## src/rtl/keypad_emulator.sv

```systemverilog
// keypad_emulator
//   4x4 matrix-keypad model that sits opposite a row-scanning controller.
//   A press command (key code + hold time) is accepted over a valid/ready
//   port.  The emulated contact then bounces in, stays closed for the hold
//   time, bounces out, and is forced open for a gap before the next command.
//   While the contact is closed, the key's column is pulled low whenever the
//   scanner drives the key's row low.
//
// Ports
//   clk        in   system clock
//   reset      in   asynchronous, active-low reset
//   cmd_valid  in   press request valid
//   cmd_key    in   [3:0] hex key code to press
//   cmd_hold   in   [15:0] clean-closed hold time in cycles (0 acts as 1)
//   cmd_ready  out  high only while idle
//   rows       in   [3:0] row drive, active-low
//   cols       out  [3:0] column sense, active-low (0 = pulled by closed key)
//   key_down   out  current contact state (1 = closed)
//   busy       out  high whenever not idle
//   dbg_state  out  [2:0] current FSM state encoding
//
// Command handshake: a command transfers on a rising clk edge where
// cmd_valid && cmd_ready are both high. cmd_ready is high only in IDLE;
// cmd_valid seen in any other state is ignored, nothing is queued, so the
// requester must hold cmd_valid and its payload until the transfer edge.

module keypad_emulator #(
  parameter int BOUNCE_CYCLES = 8,
  parameter int BOUNCE_PERIOD = 2,
  parameter int GAP_CYCLES    = 4
) (
  input  logic        clk,
  input  logic        reset,
  input  logic        cmd_valid,
  input  logic [3:0]  cmd_key,
  input  logic [15:0] cmd_hold,
  output logic        cmd_ready,
  input  logic [3:0]  rows,
  output logic [3:0]  cols,
  output logic        key_down,
  output logic        busy,
  output logic [2:0]  dbg_state
);

  typedef enum logic [2:0] {
    S_IDLE       = 3'd0,
    S_BOUNCE_IN  = 3'd1,
    S_HOLD       = 3'd2,
    S_BOUNCE_OUT = 3'd3,
    S_GAP        = 3'd4
  } state_t;

  // Counters are loaded with (length - 1) so that the state exits on the
  // edge where the counter already reads zero.
  localparam bit          HAS_BOUNCE = (BOUNCE_CYCLES > 0);
  localparam bit          HAS_GAP    = (GAP_CYCLES > 0);
  localparam logic [15:0] B_LOAD = HAS_BOUNCE ? 16'(BOUNCE_CYCLES - 1) : 16'd0;
  localparam logic [15:0] P_LOAD = (BOUNCE_PERIOD > 1) ? 16'(BOUNCE_PERIOD - 1) : 16'd0;
  localparam logic [15:0] G_LOAD = HAS_GAP ? 16'(GAP_CYCLES - 1) : 16'd0;

  state_t      state, state_n;
  logic [15:0] cnt, cnt_n;
  logic [15:0] pcnt, pcnt_n;
  logic        contact, contact_n;
  logic [3:0]  key_r, key_n;
  logic [15:0] hold_r, hold_n;
  logic [15:0] hold_load_cmd, hold_load_r;
  logic [1:0]  krow, kcol;

  always_ff @(posedge clk or negedge reset) begin
    if (!reset) begin
      state   <= S_IDLE;
      cnt     <= 16'd0;
      pcnt    <= 16'd0;
      contact <= 1'b0;
      key_r   <= 4'd0;
      hold_r  <= 16'd0;
    end else begin
      state   <= state_n;
      cnt     <= cnt_n;
      pcnt    <= pcnt_n;
      contact <= contact_n;
      key_r   <= key_n;
      hold_r  <= hold_n;
    end
  end

  // A hold of 0 behaves like 1, so the load value saturates at 0.
  assign hold_load_cmd = (cmd_hold == 16'd0) ? 16'd0 : cmd_hold - 16'd1;
  assign hold_load_r   = (hold_r == 16'd0) ? 16'd0 : hold_r - 16'd1;

  always_comb begin
    state_n   = state;
    cnt_n     = cnt;
    pcnt_n    = pcnt;
    contact_n = contact;
    key_n     = key_r;
    hold_n    = hold_r;
    case (state)
      S_IDLE: begin
        contact_n = 1'b0;
        if (cmd_valid) begin
          key_n     = cmd_key;
          hold_n    = cmd_hold;
          contact_n = 1'b1;
          if (HAS_BOUNCE) begin
            state_n = S_BOUNCE_IN;
            cnt_n   = B_LOAD;
            pcnt_n  = P_LOAD;
          end else begin
            state_n = S_HOLD;
            cnt_n   = hold_load_cmd;
          end
        end
      end
      S_BOUNCE_IN, S_BOUNCE_OUT: begin
        if (cnt == 16'd0) begin
          if (state == S_BOUNCE_IN) begin
            state_n   = S_HOLD;
            contact_n = 1'b1;
            cnt_n     = hold_load_r;
          end else begin
            contact_n = 1'b0;
            state_n   = HAS_GAP ? S_GAP : S_IDLE;
            cnt_n     = G_LOAD;
          end
        end else begin
          cnt_n = cnt - 16'd1;
          // Toggle at each period boundary; a trailing partial period is
          // simply cut off when cnt reaches zero.
          if (pcnt == 16'd0) begin
            contact_n = ~contact;
            pcnt_n    = P_LOAD;
          end else begin
            pcnt_n = pcnt - 16'd1;
          end
        end
      end
      S_HOLD: begin
        if (cnt == 16'd0) begin
          contact_n = 1'b0;
          if (HAS_BOUNCE) begin
            state_n = S_BOUNCE_OUT;
            cnt_n   = B_LOAD;
            pcnt_n  = P_LOAD;
          end else begin
            state_n = HAS_GAP ? S_GAP : S_IDLE;
            cnt_n   = G_LOAD;
          end
        end else begin
          cnt_n = cnt - 16'd1;
        end
      end
      S_GAP: begin
        contact_n = 1'b0;
        if (cnt == 16'd0) state_n = S_IDLE;
        else              cnt_n   = cnt - 16'd1;
      end
      default: begin
        state_n   = S_IDLE;
        contact_n = 1'b0;
      end
    endcase
  end

  // Key code -> (row, column) of the physical matrix.
  always_comb begin
    krow = 2'd0;
    kcol = 2'd0;
    case (key_r)
      4'h1: begin krow = 2'd0; kcol = 2'd0; end
      4'h2: begin krow = 2'd0; kcol = 2'd1; end
      4'h3: begin krow = 2'd0; kcol = 2'd2; end
      4'hA: begin krow = 2'd0; kcol = 2'd3; end
      4'h4: begin krow = 2'd1; kcol = 2'd0; end
      4'h5: begin krow = 2'd1; kcol = 2'd1; end
      4'h6: begin krow = 2'd1; kcol = 2'd2; end
      4'hB: begin krow = 2'd1; kcol = 2'd3; end
      4'h7: begin krow = 2'd2; kcol = 2'd0; end
      4'h8: begin krow = 2'd2; kcol = 2'd1; end
      4'h9: begin krow = 2'd2; kcol = 2'd2; end
      4'hC: begin krow = 2'd2; kcol = 2'd3; end
      4'hE: begin krow = 2'd3; kcol = 2'd0; end
      4'h0: begin krow = 2'd3; kcol = 2'd1; end
      4'hF: begin krow = 2'd3; kcol = 2'd2; end
      default: begin krow = 2'd3; kcol = 2'd3; end  // 4'hD
    endcase
  end

  // Unregistered rows -> cols path: the scanner sees the column respond in
  // the same cycle it drives a row. Because contact is cleared by the async
  // reset, reset also releases the column without waiting for a clock.
  always_comb begin
    cols = 4'b1111;
    if (contact && !rows[krow]) cols[kcol] = 1'b0;
  end

  assign key_down  = contact;
  assign cmd_ready = (state == S_IDLE);
  assign busy      = (state != S_IDLE);
  assign dbg_state = state;

endmodule

```

## config.mk

```make
export PLATFORM = sky130hd
export DESIGN_NAME = keypad_emulator
export DESIGN_NICKNAME = d
export VERILOG_FILES = /design/src/rtl/keypad_emulator.sv
export SDC_FILE = /design/constraint.sdc
export NUM_CORES = 1
export LEC_CHECK = 0
export CAP_MARGIN = 20
export CORE_MARGIN = 2
export CORE_UTILIZATION = 62
export DETAILED_ROUTE_END_ITERATION = 8
export PLACE_DENSITY = 0.86
export SYNTH_ARGS = -nofsm -noshare
export SYNTH_HDL_FRONTEND = slang
export SYNTH_SLANG_ARGS = --single-unit
```

## constraint.sdc

```tcl
create_clock -name clk -period 6.9 [get_ports clk]
set_input_delay 0.69 -clock clk [delete_from_list [all_inputs] [get_ports clk]]
set_output_delay 0.69 -clock clk [all_outputs]
set_load 0.05 [all_outputs]
```

==> results of run 1 <==
-- cells in the final DEF, fill, tap and decap left out, types with 7 or more instances in the layout --
cell,n
nor3_1,13
dfrtp_1,56
a22o_1,9
nor2b_1,9
a21oi_1,15
xor2_1,11
mux2_2,18
o21ai_0,41
nor2_1,35
nand3_1,16
clkdlybuf4s50_1,35
o22ai_1,7
nor4_1,14
inv_1,10
nand2_1,33
xnor2_1,15
-- power groups by stage --
stage | clock network [uW] | registers, uW | logic (uW)
3_5_place_dp | 0 | 706 | 692
4_1_cts | 189 | 700 | 698
5_1_grt | 202 | 733 | 775
2_1_floorplan | 0 | 639 | 568
3_3_place_gp | 0 | 693 | 666
6_report | 186 | 704 | 698
-- sequential cells by signal, indices dropped and copies added, names as in the netlist --
signal / flops
dbg_state: 3
key_down: 1
key_r: 4
cnt: 16
pcnt: 16
hold_r: 16
-- worst max-delay path, stage by stage --
cell and delay (ns):
clkdlybuf4s50_1 0.44, nor2b_1 0.15, a211o_1 0.27, a311oi_1 0.50, o21ai_0 0.16, clkdlybuf4s50_1 0.73
-- cells by family after synthesis --
group | count (synthesis) | share of synthesized area (%)
AO/OA/AOI/OAI | 101 | 17.9
multiplexers | 19 | 5.92
flip-flops | 56 | 39.0
adder cells (fa/ha/maj) | 6 | 2.09
buffers and inverters | 29 | 4.49
XOR/XNOR | 26 | 6.34
AND/OR/NAND/NOR | 160 | 24.3
-- metal layers --
layer | share of wire (%) | vias to the layer above | routed length (um) | GRT usage, %
met1 | 44 | 1472 | 3470 | 35.4
met3 | 4.4 | 11 | 349 | 5.17
met4 | 1.2 | 0 | 99 | 7.80
li1 | - | 1503 | - | -
met5 | 0 | - | 0 | 0
met2 | 51 | 77 | 4010 | 44.3
-- metrics by stage --
stage / utilization [%] / area (um^2) / total power, uW / hold slack [ns] / worst slack [ns]
floorplan: - / 3590 / 1210 / 0.394 / 3.94
global placement: 71.0 / 3940 / 1360 / 0.460 / 3.35
detailed placement: 71.0 / 3940 / 1400 / 0.476 / 3.30
CTS: 72.7 / 4030 / 1590 / 0.487 / 3.30
global route: 72.7 / 4030 / 1710 / 0.546 / 3.07
finish: 72.7 / 4030 / 1590 / 0.487 / 3.27
-- final cells by class --
| cell class | instances | area share [%] |
|---|---|---|
| multi-input combinational | 312 | 50.4 |
| sequential | 56 | 34.8 |
| timing repair buffer | 39 | 9.39 |
| clock buffer | 8 | 2.24 |
| tap | 72 | 2.24 |
| inverter | 10 | 0.933 |
-- worst paths after layout --
path,to,slack (ns),depth (start not counted)
setup / recovery,cols[1],3.27,6
hold / removal,pcnt[15],0.49,1
setup reg to reg,cnt[13],4.02,5
hold reg to reg,pcnt[15],0.49,1
max in group asynchronous,hold_r[3],5.94,2
min in group asynchronous,cnt[0],0.50,2
-- cell usage after synthesis (4+ instances only) --
cell / instances / area (um^2)
o22ai_1: 7 / 43.8
nor2_1: 35 / 131
nor2b_1: 9 / 56.3
nor3_1: 13 / 65.1
clkbuf_1: 9 / 33.8
nor4_1: 14 / 87.6
o21ai_0: 41 / 205
xnor2_1: 15 / 131
or3_1: 5 / 31.3
mux2_2: 18 / 203
xor2_1: 11 / 96.3
nand2b_1: 5 / 31.3
inv_1: 10 / 37.5
ha_1: 6 / 75.1
dfrtp_1: 56 / 1400
buf_2: 4 / 20.0
a21oi_1: 15 / 75.1
nand2_1: 33 / 124
or4_1: 5 / 37.5
clkbuf_8: 4 / 55.1
nand3_1: 16 / 80.1
a22o_1: 9 / 78.8
nand3b_1: 5 / 37.5
==> metrics.md, run 1 <==
| Metric | Value |
|---|---|
| HPWL after DPL | 5.71 mm |
| Clock Pin Slew Worst Setup and Hold Paths | approximately 0.09 ns |
| Register area share after synthesis | between 30% and 40% |
| Final worst path period need | 3.63 ns |
| Horiz. Die Dim | around 80 um |
| Fraction of layout cells with a size suffix above 1 | around 10% |
| Synth Register Bits | 56 |
| Core footprint | between 5000 and 6000 um^2 |
| Switching share of power | 43.2% |
| Area of the multi-input gates | 2030 um^2 |
| Critical Path Start | rows[1] |
| VDD IR max | approximately 220 uV |
| Number of synthesized flops with an enable pin | 0 |
| CTS tree | yes |
| Flip-flop and latch area | 1400 um^2 |
| H-tree depth | 2 |
| Startpoint types | input pin |
| Library cells used by synthesis | 57 |
| Final setup fails | 0 |
| Clock skew | 0.0116 ns |
| Finished Layout Cells | 497 |
| Clk sinks | 56 |
| PwrDens | 395 nW/um^2 |
| DR DRC count | 0 |
| # port buffers | 36 |
| Num CTS Buffers | 5 |
| Maximum clock frequency | between 0.2 and 0.3 GHz |
| Vias per std cell | 6.16 |
| Final period util | 52.6% |
| Post-Syn Area per Cell | 9.05 um^2 |
| GR Overflow Total | 0 |
| GPL Wtd Cong | 0.860 |
| Total wire length | 7.93 mm |
| Via count | 3063 |
| P_sw | 686 uW |
| Gate power share | 43.9% |
| Post-CTS sizing | 0 |
| Post-synth net total | 430 |
| Async S/R FF share, synth | 100% |
| Status | finished clean |
| First-pass GRT wire length | 13.6 mm |
| I/O pin count | 37 |
| Critical Path RT | just over 6 ns |
| Die area | 6420 um^2 |
| Iter 0 DRT Violations | 196 |
| # hold bufs at CTS | 0 |
| Cells after Synth | ~400 |
| Hold_sp | pcnt[15] |
| Static Leak | 0.00158 uW |
| Max_cap viols | 0 |
| Reg2reg start | cnt[7] |
| CP endpoint kind | primary output |
| Clk pwr share | 11.7% |
| First-pass iteration count of the detailed router | 4 |
| Synthesized cell area | 3590 um^2 |
| WL/cell | ~16 um |
| Fin nets | 457 |
| Antenna cell count | 0 |
| Critical Path Fanout Max | 4 |
| Die Y | 80.1 um |
| Core Rows | 27 |
| Fin Setup TNS | 0 ns |
| CP Class | input pin to primary output |
| P_int | roughly 900 uW |
| Worst-Margin Slew | 0.990 ns |
| Area delta synth->final | 12.1% |
| Crit path DAT | 2.94 ns |
| Pin count of the biggest net entering global routing | 57 |
| Ys flop type | dfrtp_1 |
| Root buf cell | clkbuf_8 |
| Initial antenna violation count | 0 |
| Max_slew headroom | 34.0% |
| Placed Instances | 489 |
| HP Class | register to register |
| Vias in the first global route | 3003 |
| Starting Density | ~65% |
| Max Buffers Root-to-Sink | 2 |
| Clk Latency, worst-skew pair | 0.31 ns |
| Hold Vio Cnt, Final | 0 |
| Sequential power share | 44.4% |
| Synth warnings | 0 |
| Postcts setup bufs | 0 |
| GRT Total Usage | 26.6% |
| Layout fillers | between 400 and 500 |
| Routed Antenna Nets | 0 |
| RSZ-0062 raised after global routing | no |
| Max Slew Vio Count | 0 |
Note: power is estimated with default switching activity, not from simulation.
==> inputs of run 2 (changes only) <==
CORE_UTILIZATION = 57   (was 62)
PLACE_DENSITY = 0.8   (was 0.86)
clock period = 3.6 ns   (was 6.9 ns; I/O delays follow)
==> run 2 against run 1 <==
Effect of this change:
- sequential share of layout area decreased by 0.49 points
- first-iteration DRC count rose by 59%
- cell area up 1.4%
- register-to-register slack worse by 3.1 ns
- cell count is 0.80% higher
- highest routed layer unchanged
- largest cell class unchanged
- core utilization fell by 4.5 points
==> metrics.md, run 2 (same netlist as run 1, synthesis figures left out) <==
| Metric | Value |
|---|---|
| Finished Layout Cells | 501 |
| CTS tree | yes |
| WL/cell | 16.2 um |
| Reg2Reg Depth | 6 |
| Initial antenna violation count | 0 |
| Iter 0 DRT Violations | 312 |
| Max_cap viols | 0 |
| Routed Antenna Nets | 0 |
| RSZ-0062 raised after global routing | no |
| VDD IR max | 426 uV |
| Critical Path RT | around 3.2 ns |
| Vias in the first global route | 2825 |
| # hold bufs at CTS | 0 |
| CP max stage cell | clkdlybuf4s50_1 |
| HP Class | input pin to asynchronous set/reset pin |
| Startpoint types | register |
| Post-CTS sizing | 0 |
| HPWL after DPL | 5.81 mm |
| First-pass iteration count of the detailed router | 5 |
| CP Class | register to primary output |
| DP Worst Slack | 0.676 ns |
| Fin Setup TNS | 0 ns |
| Horiz. Die Dim | 83.4 um |
| Num CTS Buffers | 5 |
| Postcts setup bufs | 0 |
| Die area | 6950 um^2 |
| Critical Path Fanout Max | 15 |
| GPL Wtd Cong | 0.865 |
| Final worst path period need | 3.01 ns |
| Max_slew headroom | 40.1% |
| Maximum clock frequency | approximately 0.33 GHz |
| Crit-path cells | nor2_1 > a22oi_1 > a2bb2oi_1 > o21ai_0 > a311oi_1 > o21ai_0 > clkdlybuf4s50_1 |
| Clock skew | 0.0161 ns |
| Fraction of layout cells with a size suffix above 1 | between 10% and 20% |
| First-pass GRT wire length | 13.7 mm |
| Clock Pin Slew Worst Setup and Hold Paths | about 0.11 ns |
| Core footprint | 5990 um^2 |
| Final setup fails | 0 |
| Commonest non-fill, non-tap cell in the layout | dfrtp_1 |
| Setup WS post-layout | 0.587 ns |
| Core Util, Final | 68.1% |
| Final period util | 83.7% |
| Crit path top cell by count | o21ai_0 |
| Placed Instances | just under 500 |
| I/O pin count | 37 |
| DR DRC count | 0 |
| Crit path largest cell delay | 0.72 ns |
| Max Slew Vio Count | 0 |
| GRT Total Usage | 24.0% |
| Worst-Margin Slew | 0.890 ns |
| Pin count of the biggest net entering global routing | 35 |
| Total wire length | around 8 mm |
| Clk Latency, worst-skew pair | 0.32 ns |
| Starting Density | 59.9% |
| Most frequent cells in the layout | 56 x dfrtp_1, 41 x o21ai_0, 35 x nor2_1, 35 x clkdlybuf4s50_1, 33 x nand2_1 |
| Clk sinks | 56 |
| Via count | 3075 |
| # port buffers | 36 |
| Top Registers | cnt x16, hold_r x16, pcnt x16 |
| PwrDens | 777 nW/um^2 |
| Hold Vio Cnt, Final | 0 |
| Fin nets | 459 |
| Die Y | 83.4 um |
| Max Buffers Root-to-Sink | 2 |
| Core Rows | 28 |
| CP endpoint kind | primary output |
| Area delta synth->final | 13.7% |
| Static Leak | 0.00161 uW |
| Status | finished clean |
| GR Overflow Total | 0 |
| Crit path DAT | 2.65 ns |
| Root buf cell | clkbuf_8 |
| Vias per std cell | 6.14 |
| H-tree depth | 2 |
| Antenna cell count | 0 |
==> run 2: final timing paths <==
check	start	endpoint	slack, ns
min in group clk	pcnt[15]	pcnt[15]	0.49
max	key_r[3]	cols[1]	0.59
max reg2reg	cnt[7]	pcnt[1]	0.95
max in group asynchronous	reset	hold_r[1]	2.69
min reg2reg	pcnt[15]	pcnt[15]	0.49
min	reset	cnt[7]	0.11
==> run 2: layout make-up <==
type                            instances  area, um^2
Multi-Input combinational cell        312        2030
Fill cell                             472        1910
Sequential cell                        56        1400
Timing Repair Buffer                   41         393
Tap cell                               75        93.8
Clock buffer                            5        68.8
Clock inverter                          2        60.1
Inverter                               10        37.5
==> run 2: worst max-delay path, delay by kind of cell, from the launching register on <==
kind / cells / cell delay, ns
AND/OR/NAND/NOR: 1 / 0.08
flip-flops: 1 / 0.60
buffers and inverters: 1 / 0.72
AO/OA/AOI/OAI: 5 / 0.94
==> run 2: stage by stage <==
step / area (um^2) / hold slack (ns) / total power [uW]
final: 4080 / 0.110 / 3170
after global routing: 4080 / 0.179 / 3410
after CTS: 4080 / 0.134 / 3160
after detailed placement: 3950 / 0.468 / 2670
after global placement: 3950 / 0.457 / 2610
after floorplan: 3590 / 0.0644 / 2310
==> run 2: metal layers <==
layer / up-vias / share of wire (%) / GRT usage (%)
met2: 95 / 45 / 35.7
met3: 14 / 5.0 / 4.08
met1: 1463 / 49 / 35.9
li1: 1503 / - / -
met5: - / 0 / 0
met4: 0 / 1.6 / 7.15
==> run 2: power by group <==
group          total, uW  switching [uW]  internal (uW)
Clock                476             202            274
Combinational       1350             696            651
Sequential          1350             429            920
